## src/rtl/round_sequencer.sv

```systemverilog
// ----------------------------------------------------------------------------
// round_sequencer
//   Game-flow controller for Ninety-Nine. It steps each round through
//   IDLE -> GAP -> ARMED and into OVER, drives the countdown timer's load/run
//   controls, chooses the prompted letter and keeps the BCD score and the
//   best (lowest) final score seen since reset.
//
// Ports
//   hz100         in   system clock
//   reset         in   synchronous active-high reset
//   key_valid     in   one-cycle pulse per synchronised key press
//   key_code      in   key identity, 1=A .. 6=F
//   rand_sel      in   free-running value used for the letter choice
//   timer_expired in   countdown timer reached 00
//   timer_load    out  one-cycle pulse: timer loads timer_value
//   timer_value   out  BCD time allowance for the round (tracks score)
//   timer_run     out  timer counts down while high (ARMED)
//   phase         out  0=IDLE 1=GAP 2=ARMED 3=OVER
//   prompt        out  letter to press in ARMED, 0 otherwise
//   score         out  BCD current score
//   best          out  BCD lowest final score since reset
//   new_best      out  one-cycle pulse when best updates
// ----------------------------------------------------------------------------
module round_sequencer #(
    parameter logic [7:0] START_BCD = 8'h99,
    parameter logic [7:0] MIN_BCD   = 8'h05,
    parameter int         GAP_TICKS = 20
) (
    input  logic       hz100,
    input  logic       reset,
    input  logic       key_valid,
    input  logic [2:0] key_code,
    input  logic [2:0] rand_sel,
    input  logic       timer_expired,
    output logic       timer_load,
    output logic [7:0] timer_value,
    output logic       timer_run,
    output logic [1:0] phase,
    output logic [2:0] prompt,
    output logic [7:0] score,
    output logic [7:0] best,
    output logic       new_best
);

    localparam int              GW       = (GAP_TICKS > 1) ? $clog2(GAP_TICKS) : 1;
    localparam logic [GW-1:0]   GAP_LOAD = GW'(GAP_TICKS - 1);

    typedef enum logic [1:0] {
        IDLE  = 2'd0,
        GAP   = 2'd1,
        ARMED = 2'd2,
        OVER  = 2'd3
    } phase_t;

    phase_t          phase_reg;
    logic [GW-1:0]   gap_cnt_reg;
    logic [7:0]      score_reg;
    logic [7:0]      best_reg;
    logic [2:0]      prompt_reg;
    logic [2:0]      last_reg;      // letter of the most recent prompt
    logic            load_reg;
    logic            run_reg;
    logic            new_best_reg;

    logic [2:0]      letter_base;
    logic [2:0]      letter_next;
    logic [7:0]      score_dec_next;
    logic            go_over;

    // Out-of-range selector values map to A; a repeat of the previous
    // prompt is bumped to the next letter (F wraps to A).
    always_comb begin
        letter_base = ((rand_sel == 3'd0) || (rand_sel == 3'd7)) ? 3'd1 : rand_sel;
        letter_next = letter_base;
        if (letter_base == last_reg) begin
            letter_next = (letter_base == 3'd6) ? 3'd1 : letter_base + 3'd1;
        end
    end

    // BCD decrement with borrow from the tens digit; held at the floor.
    always_comb begin
        score_dec_next = score_reg;
        if (score_reg != MIN_BCD) begin
            if (score_reg[3:0] == 4'd0) begin
                score_dec_next = {score_reg[7:4] - 4'd1, 4'd9};
            end else begin
                score_dec_next = {score_reg[7:4], score_reg[3:0] - 4'd1};
            end
        end
    end

    // Every way into OVER: early press in GAP, expiry in ARMED (which beats
    // a simultaneous correct key), or a wrong key in ARMED.
    always_comb begin
        go_over = 1'b0;
        if (phase_reg == GAP) begin
            go_over = key_valid;
        end else if (phase_reg == ARMED) begin
            go_over = timer_expired || (key_valid && (key_code != prompt_reg));
        end
    end

    always_ff @(posedge hz100) begin
        if (reset) begin
            phase_reg    <= IDLE;
            gap_cnt_reg  <= '0;
            score_reg    <= START_BCD;
            best_reg     <= 8'h99;
            prompt_reg   <= 3'd0;
            last_reg     <= 3'd0;
            load_reg     <= 1'b0;
            run_reg      <= 1'b0;
            new_best_reg <= 1'b0;
        end else begin
            load_reg     <= 1'b0;
            new_best_reg <= 1'b0;
            if (go_over) begin
                phase_reg  <= OVER;
                prompt_reg <= 3'd0;
                run_reg    <= 1'b0;
                // Binary compare orders BCD values correctly.
                if (score_reg < best_reg) begin
                    best_reg     <= score_reg;
                    new_best_reg <= 1'b1;
                end
            end else begin
                case (phase_reg)
                    IDLE, OVER: begin
                        if (key_valid && (key_code == 3'd1)) begin
                            phase_reg   <= GAP;
                            gap_cnt_reg <= GAP_LOAD;
                            score_reg   <= START_BCD;
                        end
                    end
                    GAP: begin
                        if (gap_cnt_reg == '0) begin
                            phase_reg  <= ARMED;
                            prompt_reg <= letter_next;
                            last_reg   <= letter_next;
                            load_reg   <= 1'b1;
                            run_reg    <= 1'b1;
                        end else begin
                            gap_cnt_reg <= gap_cnt_reg - 1'b1;
                        end
                    end
                    ARMED: begin
                        // go_over is clear here, so any key is the correct one.
                        if (key_valid) begin
                            phase_reg   <= GAP;
                            gap_cnt_reg <= GAP_LOAD;
                            score_reg   <= score_dec_next;
                            prompt_reg  <= 3'd0;
                            run_reg     <= 1'b0;
                        end
                    end
                endcase
            end
        end
    end

    assign phase       = phase_reg;
    assign prompt      = prompt_reg;
    assign score       = score_reg;
    assign best        = best_reg;
    assign timer_load  = load_reg;
    assign timer_run   = run_reg;
    assign timer_value = score_reg;
    assign new_best    = new_best_reg;

endmodule

```

## config.mk

```make
export PLATFORM = sky130hd
export DESIGN_NAME = round_sequencer
export DESIGN_NICKNAME = d
export VERILOG_FILES = /design/src/rtl/round_sequencer.sv
export SDC_FILE = /design/constraint.sdc
export NUM_CORES = 1
export LEC_CHECK = 0
export BUFFER_PORTS_ARGS = -buffer_cell sky130_fd_sc_hd__clkbuf_2
export CORE_MARGIN = 10
export CORE_UTILIZATION = 49
export DETAILED_ROUTE_END_ITERATION = 16
export PLACE_DENSITY = 0.75
export SETUP_SLACK_MARGIN = 0.5
export SKIP_CTS_REPAIR_TIMING = 1
export SLEW_MARGIN = 10
export SYNTH_ARGS = -nofsm -noshare
export SYNTH_HDL_FRONTEND = slang
export SYNTH_SLANG_ARGS = --single-unit
export TNS_END_PERCENT = 100
```

## constraint.sdc

```tcl
create_clock -name hz100 -period 2 [get_ports hz100]
set_input_delay 0.4 -clock hz100 [delete_from_list [all_inputs] [get_ports hz100]]
set_output_delay 0.4 -clock hz100 [all_outputs]
set_load 0.02 [all_outputs]
```

# Word-level counts from Yosys, hierarchy flattened
# Cells that the tools add are included.
# W data, S select, Z words.
[classes] addsub=4 n_reduce_logical=21 div_mod_pow=0 n_mul=0 n_lt_le_gt_ge=1 eq_ne=18 shifts=0 n_bitwise=2 n_mux=27
[ops] operator="$mux W8" n=4
[ops] operator="$pmux W8 S2" n=1
[ops] operator="$mux W3" n=5
[ops] operator="$mux W5" n=3
[ops] operator="$pmux W5 S3" n=1
[ops] operator="$ne A2 B2 Y1 const B" n=5
[ops] operator="$reduce_and A3 Y1" n=3
[ops] operator="$lt A8 B8 Y1" n=1
[ops] operator="$mux W2" n=4
[ops] operator="$ne A8 B3 Y1 const B" n=1
[ops] operator="$sub A4 B1 Y4 const B" n=2
[ops] operator="$eq A3 B3 Y1 const B" n=2
[ops] operator="$mux W1" n=6
[ops] operator="$ne A3 B3 Y1 const B" n=2
[ops] operator="$pmux W2 S3" n=1
[ops] operator="$pmux W3 S2" n=1
[ops] operator="$reduce_and A6 Y1" n=1
[ops] operator="$reduce_or A2 Y1" n=3
[ops] operator="$logic_not A5 Y1" n=1
[ops] operator="$reduce_and A5 Y1" n=1
[ops] operator="$sub A5 B1 Y5 const B" n=1
[ops] operator="$eq A2 B2 Y1 const B" n=2
[ops] operator="$logic_not A4 Y1" n=1
[ops] operator="$reduce_and A4 Y1" n=1
[ops] operator="other kinds (16)" n=20
[totals] ram_bits=0 out_inout_bits=32 word_cells=83 latchBits=0 memories=0 regBits=32 in_bits=10 rom_bits=0

# Depth between registers and ports, before layout
# Gate-level depths: netlist of run 1.
[logic_depth] depth_word=8 depth_mapped=8 depth_no_buf=7

# Least setup slack after synthesis of run 1
# Ideal clock, no wire load.
[synth_timing] kind="reg2reg" startpoint="register phase_reg[1] (netlist: phase[1])" endpoint="register score_reg[7] (netlist: score[7])" path_buffers=0 required_time_ns=1.878 t_arrival_ns=2.058 setup_ns=0.122 synth_period_minus_slack_ns=2.180 stages_incl_launch_ff=7 path_slack_ns=-0.180 path_cell_list="dfxtp_1 -> ha_1 -> nand3b_1 -> or4_1 -> a221oi_1 -> nand2_1 -> o32a_1"
[synth_between] elab_chain_cells=5 word_cells_on_any_way=15 cone_classes="7 x eq/ne; 3 x mux; 1 x bitwise; 4 x reduce/logical"
[synth_rtl] item="start, declared" line="55" source="phase_t phase_reg;"
[synth_rtl] item="start signal, assigned" line="105" source="phase_reg <= IDLE;"
[synth_rtl] item="start signal, assigned" line="118" source="phase_reg <= OVER;"
[synth_rtl] item="start signal, assigned" line="130" source="phase_reg <= GAP;"
[synth_rtl] item="$eq A2 B2 Y1" line="98, 127"
[synth_rtl] item="$mux W1" line="98" source="end else if (phase_reg == ARMED) begin"
[synth_rtl] item="$mux W1" line="96" source="if (phase_reg == GAP) begin"
[synth_rtl] item="$not A1 Y1 (no line)"
[synth_rtl] item="$reduce_and A6 Y1 (no line)"
[synth_rtl] item="end signal, assigned" line="151" source="score_reg <= score_dec_next;"
[synth_rtl] item="end, declared" line="57" source="logic [7:0] score_reg;"
# Several ways; a longest one is shown, not always the timed one.
# A chain may end at the register's enable or synchronous reset.

# Final worst setup path of run 1
[layout_timing] startpoint="register phase_reg[0] (netlist: phase[0])" endpoint="register score_reg[1] (netlist: score[1])"
[layout_between] elab_chain_cells=5 word_cells_on_any_way=14 cone_classes="6 x eq/ne; 3 x mux; 1 x bitwise; 4 x reduce/logical"
[layout_rtl] item="$eq A2 B2 Y1" line="98, 127"
[layout_rtl] item="$mux W1" line="98"
[layout_rtl] item="$mux W1" line="96"
[layout_rtl] item="$not A1 Y1 (no line)"
[layout_rtl] item="$reduce_and A5 Y1 (no line)"
# Several ways; a longest one is shown, not always the timed one.

==> results of run 1 <==
==> power by group <==
group | leakage, nW | internal, mW | switching, mW
combinational | 1.03 | 1.61 | 1.86
clock | 0.0588 | 0.402 | 0.273
sequential | 0.268 | 0.790 | 0.133
total | 1.35 | 2.80 | 2.26
==> worst min-delay path by stage <==
stage / startpoint / to / slack, ns / cells after the start
floorplan: gap_cnt_reg[1]$_SDFFE_PP0P_ / gap_cnt_reg[1]$_SDFFE_PP0P_ / 0.48 / 2
CTS: reset / score[2]$_SDFFE_PP0P_ / 0.41 / 2
detailed placement: best[1]$_SDFFE_PP0P_ / best[1]$_SDFFE_PP0P_ / 0.49 / 2
global placement: best[1]$_SDFFE_PP0P_ / best[1]$_SDFFE_PP0P_ / 0.47 / 2
global route: reset / score[2]$_SDFFE_PP0P_ / 0.43 / 2
finish: reset / score[2]$_SDFFE_PP0P_ / 0.42 / 2
==> placed cells by master (no fill, tap or decap), drive strengths merged, types with 5 or more instances in the layout <==
master and count:
a21oi 15, a31oi 5, and2 5, buf 49, clkbuf 48, dfxtp 32
ha 16, inv 19, nand2 14, nand2b 5, nand3 14, nor2 15
nor2b 5, o21ai 16
==> worst max-delay path: cells and delay by family, from the launching register on <==
family | cells | cell delay [ns]
and+or+nand+nor | 3 | 0.71
adders and majority gates | 1 | 0.15
buffers and inverters | 2 | 0.20
DFF | 1 | 0.38
AOI/OAI and AO/OA | 2 | 0.48
==> cell usage after synthesis, types with 2 or more instances <==
master / n
nand4_1: 4
o22ai_1: 2
or4_1: 2
a211o_1: 2
nor3_1: 4
buf_1: 2
dfxtp_1: 32
o32a_1: 2
o21ai_0: 16
inv_1: 20
xnor2_1: 3
o31a_1: 2
ha_1: 16
o21a_1: 4
or3b_2: 2
a21o_1: 3
a211oi_1: 3
nor2_1: 15
o211ai_1: 2
mux2i_1: 3
or3_1: 4
nand2b_1: 5
and2_1: 5
nand3b_1: 2
o311ai_0: 2
xor2_1: 3
a21oi_1: 15
a22oi_1: 2
a221o_1: 2
a31oi_1: 5
nand2_1: 14
clkbuf_1: 6
nand3_1: 14
buf_4: 8
nor4b_1: 2
o31ai_1: 4
nor3b_1: 3
nor2b_1: 5
==> layer usage <==
layer  track usage, %  vias up  share of wire (%)
met4             7.19        0                3.3
met2             27.6       83                 52
met5                0        -                  0
li1                 -     1091                  -
met1             18.2     1122                 39
met3             5.26       26                5.7
==> cell type report <==
class / instances / area (sq um)
Multi-Input combinational cell: 185 / 1670
Fill cell: 264 / 788
Sequential cell: 32 / 684
Timing Repair Buffer: 91 / 649
Inverter: 21 / 85.1
Clock buffer: 6 / 82.6
Tap cell: 50 / 62.6
Clock inverter: 2 / 33.8
==> metrics by stage <==
step                TNS (ns)  worst slack, ns  cells
floorplan                  0           0.0110    255
global placement      -0.860           -0.102    365
detailed placement     -1.65           -0.177    365
CTS                    -1.29           -0.193    373
global route         -0.0543          -0.0307    387
finish                     0           0.0202    387
==> kinds of logic (layout without fill, tap and decap cells) <==
| logic type | count (synthesis) | after routing | share of synthesized area (%) |
|---|---|---|---|
| xor gates and xnor gates | 6 | 6 | 2.54 |
| adders and majority gates | 16 | 16 | 9.67 |
| DFF | 32 | 32 | 31.0 |
| muxes | 3 | 3 | 1.45 |
| buffers and inverters | 38 | 120 | 8.40 |
| and+or+nand+nor | 86 | 86 | 22.9 |
| AOI/OAI and AO/OA | 74 | 74 | 24.1 |
==> flow_summary.yaml, run 1 <==
run_status:
  status: "completed"
detailed_routing:
  wl_per_cell_microns: 18.8
  avgViaCountPerCell: 6.00
  drt_wl_total_microns: 7270
  drc_errors: 0
  drtPass1Iterations: 4
  via_count: 2322
  drtIter0Drc: 171
  ant_nets: 0
floorplan:
  coreArea_sq_um: 4060
  die_h_microns: 85.0
  dieWidth_microns: 85.0
  die_area_sq_um: 7220
  start_util_pct: 51.0
  ios: 42
  rows: 23
clock_network:
  clockRootBuffer: "clkbuf_8"
  cts_tree: "done"
  clk_latency_ns: 0.29
  cts_made_buffers: 5
  ctsHtreeMaxLevel: 2
  cts_sinks: 32
  ctsLongestPathBuffers: 2
  cts.reportedPaths.clkPinSlew_ns: 0.08
setup_path:
  arrival_ns: 2.21
  endpoint: "score[1]$_SDFFE_PP0P_"
  worstReg2RegStart: "phase[0]$_SDFFE_PP0P_"
  worstReg2RegEnd: "score[1]$_SDFFE_PP0P_"
  worstPathMaxFanout: 7
  path_class: "register to register"
  crit_chain: "inv_4 -> ha_4 -> buf_4 -> nand2b_1 -> and3_4 -> a221o_1 -> or3_1 -> a21boi_1"
  cp-startpoint: "phase[0]$_SDFFE_PP0P_"
  crit_slowest_cell: "dfxtp_4"
  slowest_delay_ns: 0.38
  rrSetupSlack_ns: 0.02
  crit_path_start_kind: "register"
  worstPathRequired_ns: 2.23
  ff2ff_path_depth: 8
  worstSetupEndpointType: "register"
final_layout:
  area_growth_pct: 58.0
  drive_gt1_share_pct: 52.8
  fin_nets: 362
  antenna_cells: 0
  utilization_pct: 80.6
  design_area_sq_um: 3270
sta:
  period_share_pct: 99.0
  setup_viol: 0
  whs_ns: 0.419
  max_clock_freq_ghz: 0.505
  min_period_ns: 1.98
  fin_skew_ns: 0.00616
  max_slew_margin_pct: 68.8
  maxSlewViolCount: 0
  finalHoldViolCount: 0
  tightest_slew_ns: 0.467
  rsz0062_at_grt: "yes"
logic_synthesis:
  yosys_warnings: 0
  netlist_instances: 255
  synth-edff-count: 0
  synth_fp_nets: 281
  synth_cell_types: 53
  yosys.area.top_type_share_pct: 31.0
  yosysSeqAreaShare_pct: 31.0
  avgSynthCellArea_sq_um: 8.12
  synthTopCellsByArea: "dfxtp_1 (31%), ha_1 (9.7%), o21ai_0 (3.9%)"
  synth-seq-cells: 32
  synth_top_area_cell: "dfxtp_1"
  netlist_area_sq_um: 2070
  async_flop_share_pct: 0
  synth_ff_type: "dfxtp_1"
min_path:
  hp-class: "input port to register"
grt:
  grt_max_degree: 13
  grt_pass1_vias: 2160
  grt-ovfl-total: 0
  grt_use_total_pct: 16.3
  antenna_found_initial: 0
  grt_pass1_wl_microns: 9940
power_and_ir_drop:
  vdd_drop_max_mv: 0.764
  power.total_mw: 5.06
  leakagePower_nw: 1.35
  p_per_area_nw_per_um2: 1550
placement:
  place_hpwl_microns: 4550
  place.gp.congestion: 0.931
  portBuffers: 41
  place_area_sq_um: 2640
run:
  drv_cap: 0
Power figures use the tool's default switching activity.
==> run 2: changes to the inputs <==
CORE_MARGIN = 5   (was 10)
GPL_TIMING_DRIVEN = 0   (was not set)
==> flow_summary.yaml, run 2 (synthesized netlist as in run 1, its figures left out) <==
floorplan:
  die_area_sq_um: 5620
  ios: 42
  rows: 23
  start_util_pct: 51.0
  dieWidth_microns: 75.0
  die_h_microns: 75.0
  coreArea_sq_um: 4060
power_and_ir_drop:
  power_frac_comb_pct: 62.6
  p_clk_share_pct: 14.1
  switchingPower_mw: 1.81
  internal-power_mw: 2.24
  vdd_drop_max_mv: 0.888
  swShare_pct: 44.7
  seq_power_share_pct: 23.2
  p_per_area_nw_per_um2: 1400
  leakagePower_nw: 1.23
sta:
  max_clock_freq_ghz: 0.493
  setup_viol: 4
  finalHoldViolCount: 0
  finalSetupTns_ns: -0.0727
  maxSlewViolCount: 0
  min_period_ns: 2.03
  setup_ws_ns: -0.0283
  max_slew_margin_pct: 64.8
  tightest_slew_ns: 0.528
  fin_skew_ns: 0.00969
  rsz0062_at_grt: "yes"
  period_share_pct: 101
grt:
  grt_use_total_pct: 19.6
  grt-ovfl-total: 0
  grt_pass1_vias: 1829
  antenna_found_initial: 0
  grt_pass1_wl_microns: 8460
  grt_max_degree: 11
run:
  drv_cap: 0
setup_path:
  worstSetupEndpointType: "register"
  arrival_ns: 2.25
  slowest_delay_ns: 0.46
  crit_cells: 7
  crit_path_start_kind: "register"
  path_buf_inv: 1
  worstPathRequired_ns: 2.22
  crit_slowest_cell: "or4_4"
  worstPathMaxFanout: 5
  crit_chain: "inv_2 -> ha_4 -> nand3b_1 -> or4_4 -> a221o_1 -> or3_1 -> a21boi_1"
  critPathTopFamily: "simple AND/OR/NAND/NOR gates"
  path_class: "register to register"
  ff2ff_path_depth: 7
placement:
  place_ws_ns: -0.249
  dp.cells: 343
  place.gp.congestion: 0.831
  place_hpwl_microns: 3840
  portBuffers: 38
clock_network:
  cts.reportedPaths.clkPinSlew_ns: 0.07
  cts_made_buffers: 5
  ctsHtreeMaxLevel: 2
  ctsLongestPathBuffers: 2
  clk_latency_ns: 0.29
  clockRootBuffer: "clkbuf_8"
  cts_sinks: 32
  cts_tree: "done"
min_path:
  hp-class: "register to register"
  hold_path_depth: 2
detailed_routing:
  wl_per_cell_microns: 16.0
  drtPass1Iterations: 6
  ant_nets: 0
  avgViaCountPerCell: 5.78
  drt_wl_total_microns: 5910
  drc_errors: 0
  via_count: 2131
  drtIter0Drc: 133
final_layout:
  fillers: 320
  final-seq-area_sq_um: 672
  layout_commonest_cell: "clkbuf_2"
  fin_nets: 344
  fin_cells: 369
  area_growth_pct: 40.1
  multi_input_area_sq_um: 1520
  antenna_cells: 0
  mostFrequentLayoutCells: "clkbuf_2 (40), buf_4 (23), dfxtp_1 (19)"
  drive_gt1_share_pct: 40.1
run_status:
  violations: "setup timing"
  status: "finished, violations left"
==> run 2: power groups by stage <==
stage / Combinational [mW] / Clock (mW) / Sequential, mW
finish: 2.54 / 0.573 / 0.941
floorplan: 1.38 / 0 / 1.01
global placement: 1.88 / 0 / 0.935
detailed placement: 1.91 / 0 / 0.933
global route: 2.77 / 0.611 / 0.966
CTS: 1.93 / 0.582 / 0.922
==> run 2: path summary, 6_finish.rpt <==
kind,from,end,slack [ns]
setup / recovery,phase[0]$_SDFFE_PP0P_,score[1]$_SDFFE_PP0P_,-0.03
hold / removal,best[1]$_SDFFE_PP0P_,best[1]$_SDFFE_PP0P_,0.49
setup reg to reg,phase[0]$_SDFFE_PP0P_,score[1]$_SDFFE_PP0P_,-0.03
hold reg to reg,best[1]$_SDFFE_PP0P_,best[1]$_SDFFE_PP0P_,0.49
==> run 2: routing by layer <==
layer / up-vias / track usage, % / wire length (microns)
met1: 989 / 25.3 / 2480
li1: 1051 / - / -
met3: 10 / 4.27 / 420
met5: - / 0 / 0
met2: 81 / 32.5 / 2930
met4: 0 / 6.13 / 73
==> run 2: tightest hold or removal path, delay by kind of cell (launching register included) <==
kind / cells / cell delay [ns]
compound gates: 2 / 0.12
flops: 1 / 0.32
==> run 2: cell type report <==
cell class                 count  share of cell area [%]
sequential                    32                    23.2
tap                           50                    2.16
clock inverter                 1                   0.173
timing repair buffer          56                    11.6
inverter                      21                    2.72
multi-input combinational    185                    52.5
buffer                        17                    4.27
clock buffer                   7                    3.37
==> run 2: through the flow <==
stage	hold slack (ns)	util, %	power (mW)	area, sq um
finish	0.488	71.4	4.05	2900
global route	0.493	71.4	4.35	2900
CTS	0.488	62.9	3.43	2550
detailed placement	0.477	60.4	2.85	2450
global placement	0.474	60.4	2.82	2450
floorplan	0.479	-	2.39	2200
==> run 3: changes to the inputs <==
ABC_AREA = 1   (was not set)
BUFFER_PORTS_ARGS = -buffer_cell sky130_fd_sc_hd__buf_2   (was -buffer_cell sky130_fd_sc_hd__clkbuf_2)
PLACE_DENSITY = 0.76   (was 0.75)
==> flow_summary.yaml, run 3 <==
floorplan:
  coreArea_sq_um: 4000
  dieWidth_microns: 74.2
  die_h_microns: 74.2
  ios: 42
  die_area_sq_um: 5500
  rows: 23
  start_util_pct: 50.4
sta:
  finalSetupTns_ns: 0
  max_clock_freq_ghz: 0.619
  fin_skew_ns: 0.00503
  finalHoldViolCount: 0
  min_period_ns: 1.62
  maxSlewViolCount: 0
  tightest_slew_ns: 0.555
  setup_viol: 0
  whs_ns: 0.387
  rsz0062_at_grt: "yes"
  max_slew_margin_pct: 63.0
  period_share_pct: 80.8
setup_path:
  critPathTopFamily: "compound AO/OA/AOI/OAI gates"
  worstPathMaxFanout: 6
  crit_slowest_cell: "dfxtp_4"
  worstPathRequired_ns: 2.21
  path_buf_inv: 3
  arrival_ns: 1.82
  slowest_delay_ns: 0.36
  rrSetupSlack_ns: 0.38
  crit_path_start_kind: "register"
  worstSetupEndpointType: "register"
  crit_chain: "inv_2 -> ha_4 -> inv_6 -> nor2_2 -> nor2_2 -> inv_2 -> a21oi_4 -> nand3_1 -> a21oi_1"
  path_class: "register to register"
logic_synthesis:
  async_flop_share_pct: 0
  synth_ff_type: "dfxtp_1"
  avgSynthCellArea_sq_um: 6.95
  netlist_instances: 290
  synth_top_area_cell: "dfxtp_1"
  yosys_warnings: 0
  yosysMostFrequentCell: "nand2_1"
  yosysSeqAreaShare_pct: 31.8
  synth_fp_nets: 316
  synth-seq-cells: 32
  synth_common_cells: "nand2_1 (66), inv_1 (42), dfxtp_1 (32)"
  netlist_area_sq_um: 2020
  synthTopCellsByArea: "dfxtp_1 (32%), nand2_1 (12%), ha_1 (9.9%)"
  synth-edff-count: 0
  synth_cell_types: 31
  yosys.area.top_type_share_pct: 31.8
grt:
  grt_pass1_wl_microns: 7630
  grt-ovfl-total: 0
  grt_util_met3_pct: 3.78
  use_met2_pct: 32.0
  grt_max_degree: 11
  grt_pass1_vias: 1779
  antenna_found_initial: 0
  grt_busiest_layer: "met2"
  grt_use_total_pct: 17.8
  grt_use_met1_pct: 21.4
final_layout:
  antenna_cells: 0
  layout_commonest_cell: "nand2_1"
  fillers: 311
  drive_gt1_share_pct: 44.4
  area_growth_pct: 40.2
  mostFrequentLayoutCells: "nand2_1 (60), buf_2 (42), inv_1 (29)"
  fin_nets: 376
clock_network:
  clk_latency_ns: 0.28
  cts.reportedPaths.clkPinSlew_ns: 0.07
  cts_sinks: 32
  ctsHtreeMaxLevel: 2
  cts_made_buffers: 5
  ctsLongestPathBuffers: 2
  clockRootBuffer: "clkbuf_8"
  cts_tree: "done"
detailed_routing:
  drtIter0Drc: 59
  avgViaCountPerCell: 5.06
  drtPass1Iterations: 4
  drt_wl_total_microns: 5280
  drc_errors: 0
  wl_per_cell_microns: 13.2
  via_count: 2031
  ant_nets: 0
placement:
  portBuffers: 41
  place_hpwl_microns: 3400
  place.gp.congestion: 0.823
run_status:
  status: "completed"
power_and_ir_drop:
  leakagePower_nw: 1.33
  p_per_area_nw_per_um2: 1560
  vdd_drop_max_mv: 0.832
min_path:
  hp-class: "input port to register"
run:
  drv_cap: 0
## run 3: worst register-to-register path: cells and delay by family, from the launching register on
family	cells	cell delay [ns]
flops	1	0.36
fa+ha+maj	1	0.18
compound gates	2	0.40
buf+inv	3	0.24
simple gates	3	0.35
## run 3: routing by layer
layer | vias up | routed length (microns)
met1 | 917 | 2200
li1 | 1048 | -
met4 | 0 | 72
met5 | - | 0
met3 | 10 | 299
met2 | 56 | 2710
## run 3: worst paths after layout
path                                            endpoint                   from  depth (start not counted)
worst min register to register      best[6]$_SDFFE_PP0P_   best[6]$_SDFFE_PP0P_                          2
worst min-delay path            last_reg[1]$_SDFFE_PP0P_                  reset                          4
worst max-delay path               score[6]$_SDFFE_PP0P_  phase[0]$_SDFFE_PP0P_                          9
worst max register to register     score[6]$_SDFFE_PP0P_  phase[0]$_SDFFE_PP0P_                          9
## run 3: cell families (layout without fill, tap and decap cells)
family,count (synthesis),count (layout),synth area share [%]
compound gates,49,49,13.4
xor+xnor,8,8,3.47
fa+ha+maj,16,16,9.93
buf+inv,57,118,12.8
flops,32,32,31.8
simple gates,128,128,28.6
## run 3: metrics by stage
stage / total power [mW] / utilization, % / instance area, sq um / setup WS, ns / cells
finish: 4.42 / 70.7 / 2830 / 0.384 / 401
global route: 4.77 / 70.7 / 2830 / 0.305 / 401
CTS: 3.69 / 62.2 / 2490 / 0.376 / 389
detailed placement: 3.04 / 59.2 / 2370 / 0.265 / 381
global placement: 3.00 / 59.2 / 2370 / 0.323 / 381
floorplan: 2.58 / - / 2100 / 0.488 / 290
## run 3: cell type report
type | count | area [sq um] | share of cell area [%]
multi-input combinational | 201 | 1360 | 48.0
sequential | 32 | 693 | 24.5
clock inverter | 2 | 33.8 | 1.19
inverter | 45 | 188 | 6.64
tap | 50 | 62.6 | 2.21
buffer | 12 | 98.8 | 3.50
clock buffer | 6 | 82.6 | 2.92
timing repair buffer | 53 | 313 | 11.1
## run 3: power by group
| part | internal (mW) | leakage (nW) | switching (mW) |
|---|---|---|---|
| clock network | 0.401 | 0.0588 | 0.236 |
| logic | 1.14 | 1.00 | 1.63 |
| registers | 0.838 | 0.268 | 0.172 |
